==> config.mk <==
export PLATFORM = sky130hd
export DESIGN_NAME = pc_sequencer
export DESIGN_NICKNAME = d
export VERILOG_FILES = /design/src/rtl/pc_sequencer.sv
export SDC_FILE = /design/constraint.sdc
export NUM_CORES = 1
export LEC_CHECK = 0
export ABC_AREA = 0
export ABC_CLOCK_PERIOD_IN_PS = 5150
export CORE_ASPECT_RATIO = 0.5
export CORE_MARGIN = 1.5
export CORE_UTILIZATION = 24
export DETAILED_ROUTE_END_ITERATION = 16
export SLEW_MARGIN = 10
export SYNTH_ARGS = -nofsm -noshare
export SYNTH_HDL_FRONTEND = slang
export SYNTH_SLANG_ARGS = --single-unit
==> constraint.sdc <==
create_clock -name Clk -period 5.15 [get_ports Clk]
set_input_delay 1.545 -clock Clk [delete_from_list [all_inputs] [get_ports Clk]]
set_output_delay 1.545 -clock Clk [all_outputs]
set_load 0.01 [all_outputs]
==> src/rtl/pc_sequencer.sv <==
// Program-counter register with branch/jump source select, trap entry on external exception or misaligned target, and eret.
// Single-cycle update; stall holds pc/epc/cause/FSM but never blocks trap entry.
module pc_sequencer #(
  parameter int                WIDTH        = 32,
  parameter int                NSRC         = 4,
  parameter logic [WIDTH-1:0]  RESET_VECTOR = '0,
  parameter logic [WIDTH-1:0]  EXC_VECTOR   = WIDTH'(32'h0000_0180)
) (
  input  logic                     Clk,
  input  logic                     Reset,
  input  logic [NSRC*WIDTH-1:0]    src_data,
  input  logic [$clog2(NSRC)-1:0]  PCsource,
  input  logic                     PCwrite,
  input  logic                     PCwriteCOND,
  input  logic                     cond_invert,
  input  logic                     zeroSignal,
  input  logic                     stall,
  input  logic                     exception,
  input  logic                     eret,
  output logic [WIDTH-1:0]         pc,
  output logic [WIDTH-1:0]         epc,
  output logic [1:0]               cause,
  output logic                     in_trap,
  output logic                     double_fault,
  output logic                     pc_written
);

  localparam int SW = $clog2(NSRC);
  localparam logic [1:0] CAUSE_NONE = 2'b00;
  localparam logic [1:0] CAUSE_EXT  = 2'b01;
  localparam logic [1:0] CAUSE_MIS  = 2'b10;

  typedef enum logic {RUN, TRAP} state_t;

  state_t           state_q, state_d;
  logic [WIDTH-1:0] pc_q, pc_d;
  logic [WIDTH-1:0] epc_q, epc_d;
  logic [1:0]       cause_q, cause_d;
  logic             double_fault_q, double_fault_d;
  logic             pc_written_q, pc_written_d;

  logic [WIDTH-1:0] target;
  logic             src_ok;
  logic             take;
  logic             take_eff;
  logic             misaligned;
  logic             trap_req;

  // Selects outside 0..NSRC-1 (non-power-of-two NSRC) leave src_ok low and kill the take.
  always_comb begin
    target = '0;
    src_ok = 1'b0;
    for (int i = 0; i < NSRC; i++) begin
      if (PCsource == SW'(i)) begin
        target = src_data[i*WIDTH +: WIDTH];
        src_ok = 1'b1;
      end
    end
  end

  assign take       = PCwrite | (PCwriteCOND & (zeroSignal ^ cond_invert));
  assign take_eff   = take & src_ok;
  assign misaligned = take_eff & (target[1:0] != 2'b00);
  assign trap_req   = exception | misaligned;

  always_comb begin
    state_d        = state_q;
    pc_d           = pc_q;
    epc_d          = epc_q;
    cause_d        = cause_q;
    double_fault_d = double_fault_q;
    pc_written_d   = 1'b0;
    if (state_q == RUN && trap_req) begin
      state_d      = TRAP;
      pc_d         = EXC_VECTOR;
      epc_d        = pc_q;
      cause_d      = exception ? CAUSE_EXT : CAUSE_MIS;
      pc_written_d = 1'b1;
    end else begin
      // A trap request while already trapped is recorded but never nests.
      if (state_q == TRAP && trap_req) begin
        double_fault_d = 1'b1;
      end
      if (!stall) begin
        if (state_q == TRAP && eret) begin
          state_d      = RUN;
          pc_d         = epc_q;
          cause_d      = CAUSE_NONE;
          pc_written_d = 1'b1;
        end else if (take_eff && !misaligned) begin
          pc_d         = target;
          pc_written_d = 1'b1;
        end
      end
    end
  end

  always_ff @(posedge Clk) begin
    if (Reset) begin
      state_q        <= RUN;
      pc_q           <= RESET_VECTOR;
      epc_q          <= '0;
      cause_q        <= CAUSE_NONE;
      double_fault_q <= 1'b0;
      pc_written_q   <= 1'b0;
    end else begin
      state_q        <= state_d;
      pc_q           <= pc_d;
      epc_q          <= epc_d;
      cause_q        <= cause_d;
      double_fault_q <= double_fault_d;
      pc_written_q   <= pc_written_d;
    end
  end

  assign pc           = pc_q;
  assign epc          = epc_q;
  assign cause        = cause_q;
  assign in_trap      = (state_q == TRAP);
  assign double_fault = double_fault_q;
  assign pc_written   = pc_written_q;

endmodule

==> impl_metrics.json <==
{
  "synthTopCellsByArea": "dfxtp_1 (38%), mux4_2 (20%), mux2i_1 (8.2%), nand3b_1 (6.6%), a211oi_1 (5.8%)",
  "clockBufferDepth": 2,
  "drtIter0Drc": 147,
  "power_per_cell_area_nw_per_um2": 251.8,
  "fillers": 1439,
  "start_util_pct": 24.90,
  "yosys_warnings": 0,
  "overflow": 0,
  "gp_congestion": 0.7145,
  "core_um2": 14660,
  "hpwl_um": 9084,
  "cp_max_fo": 23,
  "antenna_found_initial": 0,
  "synth_nets": 492,
  "drt-wirelength-per-cell_um": 16.81,
  "synth_cells": 353,
  "first_pass_iters": 4,
  "netlist_area_um2": 3651,
  "ir_worst_vdd_v": 0.0001709,
  "nNetsFinal": 681,
  "yosys.area.top_type": "dfxtp_1",
  "clock-sinks": 69,
  "hold_viol": 0,
  "die-area_um2": 16010,
  "cp-startpoint": "PCsource[0]",
  "critPathSlowestCell": "o41ai_4",
  "path_buf_inv": 2,
  "fin_setup_tns_ns": 0,
  "clock_latency_ns": 0.32,
  "ios": 208,
  "antenna_left": 0,
  "grt_max_degree": 75,
  "num_rows": 31,
  "clockRootBuffer": "clkbuf_16",
  "critPathCaptureType": "register",
  "die_w_um": 177.4,
  "worstPathArrival_ns": 3.93,
  "worstReg2RegStart": "in_trap$_SDFFE_PP0P_",
  "rr_worst_depth": 7,
  "ff_latch_area_um2": 1383,
  "hold_class": "reg -> reg",
  "post_dp_cell_area_um2": 5894,
  "dieHeight_um": 90.22,
  "fin_util_pct": 42.12,
  "fin_worst_skew_ns": 0.003171,
  "netSwitchingPower_mw": 0.4010,
  "hold_depth": 2,
  "design_area_um2": 6176,
  "switching_share_pct": 25.78,
  "hold_buffers": 0,
  "numCtsBuffers": 9,
  "maxSlewHeadroom_pct": 35.78,
  "port_buffers": 207,
  "combPwrFrac_pct": 24.8,
  "drc": 0,
  "critPathRequiredTime_ns": 5.38,
  "cts_tree": "done",
  "vias_per_cell": 4.753,
  "outcome": "finished, final reports clean",
  "grt_pass1_wl_um": 19910,
  "avgSynthCellArea_um2": 10.34,
  "ys_types": 26,
  "crit_family": "compound AO/OA/AOI/OAI gates",
  "path_cells": "buf_2 -> mux4_2 -> o41ai_4 -> buf_4 -> nor2_1 -> a211oi_1",
  "hp-start": "pc[27]$_SDFFE_PP0P_",
  "multi_input_area_um2": 2143,
  "cts-htree-levels": 3,
  "setup_viol": 0,
  "drt-total-wl_um": 12510,
  "num_vias": 3536,
  "synth_top_area_share_pct": 37.83,
  "drv_slew": 0,
  "tightest_slew_ns": 0.9596,
  "max_stage_delay_ns": 0.71,
  "fin_crit_sh_pct": 71.68,
  "path_depth": 6,
  "p_int_mw": 1.154,
  "critPathKind": "in -> reg",
  "post-cts-setup-buffers": 0,
  "yosysSeqAreaShare_pct": 37.83,
  "clk_pin_slew_ns": 0.05,
  "ys_ff_latch": 69,
  "p_leak_nw": 2.205,
  "power.clock.fraction_pct": 38.0,
  "area_growth_pct": 69.16,
  "p_seq_share_pct": 37.2,
  "grt_util_all_layers_pct": 15.96,
  "grt_setup_unrepaired": "false",
  "fmax_mhz": 270.9,
  "postCtsResizedCells": 0,
  "startpoint_type": "primary input",
  "layout-drive-gt1-share_pct": 12.09,
  "antenna_cells": 0,
  "period_needed_ns": 3.692,
  "grt_pass1_vias": 3624,
  "cap_violations": 0
}
==> tightest hold or removal path, delay by kind of cell (launching register included) <==
family           cells  cell delay (ns)
AO/OA/AOI/OAI        1             0.05
flip-flops           1             0.31
AND/OR/NAND/NOR      1             0.08
==> cells by family (layout without fill, tap and decap cells) <==
| logic type | after synthesis | count (layout) | synth area share (%) |
|---|---|---|---|
| AO/OA/AOI/OAI | 106 | 106 | 17.82 |
| buffers and inverters | 38 | 231 | 4.147 |
| flip-flops | 69 | 69 | 37.83 |
| XOR/XNOR | 1 | 1 | 0.2399 |
| AND/OR/NAND/NOR | 75 | 75 | 11.38 |
| multiplexers | 64 | 64 | 28.58 |
==> registers in the layout, indices dropped and copies added, names as in the netlist <==
register	cells
pc_written	1
double_fault	1
pc	32
cause	2
in_trap	1
epc	32
==> synthesized netlist by cell type <==
| library cell | n |
|---|---|
| dfxtp_1 | 69 |
| a21oi_1 | 37 |
| nor2_1 | 33 |
| o21ai_0 | 33 |
| clkbuf_1 | 32 |
| mux4_2 | 32 |
| nand3b_1 | 32 |
| mux2i_1 | 30 |
| a211oi_1 | 28 |
| buf_2 | 4 |
| nand2_1 | 4 |
| a311oi_1 | 2 |
| a41o_1 | 2 |
| mux2_2 | 2 |
| nand3_1 | 2 |
| buf_4 | 1 |
| inv_1 | 1 |
| nand2b_1 | 1 |
| nor3b_1 | 1 |
| nor4_1 | 1 |
| o21a_1 | 1 |
| o21ba_2 | 1 |
| o21bai_1 | 1 |
| o41ai_4 | 1 |
| or2_2 | 1 |
| xor2_1 | 1 |
==> placed cells by master (no fill, tap or decap), drive strengths merged, types with 2 or more instances in the layout <==
| master | n |
|---|---|
| a211oi | 28 |
| a21oi | 37 |
| a311oi | 2 |
| a41o | 2 |
| buf | 11 |
| clkbuf | 10 |
| clkdlybuf4s50 | 204 |
| clkinv | 3 |
| dfxtp | 69 |
| mux2 | 2 |
| mux2i | 30 |
| mux4 | 32 |
| nand2 | 4 |
| nand3 | 2 |
| nand3b | 32 |
| nor2 | 33 |
| o21ai | 33 |
==> routing by layer <==
metal	GRT usage (%)	wire (um)
met1	19.61	5327
met2	28.35	6524
met3	3.173	506
met4	4.202	150
met5	0	0
==> power by group through the flow <==
stage / Combinational, mW / Sequential, mW / Clock [mW]
after floorplan: 0.179 / 0.597 / 0
after global placement: 0.388 / 0.588 / 0
after detailed placement: 0.392 / 0.589 / 0
after CTS: 0.393 / 0.578 / 0.607
after global routing: 0.420 / 0.581 / 0.628
final: 0.386 / 0.578 / 0.591
==> layout make-up <==
| type | instances | area share (%) |
|---|---|---|
| inverters | 1 | 0.06078 |
| multi-input cells | 246 | 34.70 |
| clock buffers | 10 | 3.707 |
| well taps | 198 | 4.011 |
| clock inverters | 5 | 0.8509 |
| repair buffers | 215 | 34.28 |
| flip-flops and latches | 69 | 22.39 |
==> through the flow <==
stage | hold WS (ns) | std cells | power (mW) | setup WS (ns)
after global routing | 0.5195 | 744 | 1.630 | 1.191
final | 0.4933 | 744 | 1.555 | 1.458
after CTS | 0.4899 | 744 | 1.578 | 1.422
after detailed placement | 0.4832 | 729 | 0.9813 | 1.078
after floorplan | 0.5047 | 353 | 0.7763 | 1.776
after global placement | 0.4763 | 729 | 0.9763 | 1.111
==> path summary, 6_finish.rpt <==
| kind | end | slack (ns) |
|---|---|---|
| worst max-delay path | pc[11]$_SDFFE_PP0P_ | 1.46 |
| worst min-delay path | epc[27]$_SDFFE_PP0P_ | 0.49 |
| worst max register to register | pc[11]$_SDFFE_PP0P_ | 2.94 |
| worst min register to register | epc[27]$_SDFFE_PP0P_ | 0.49 |
No activity file was read; power rests on OpenSTA's default activity.
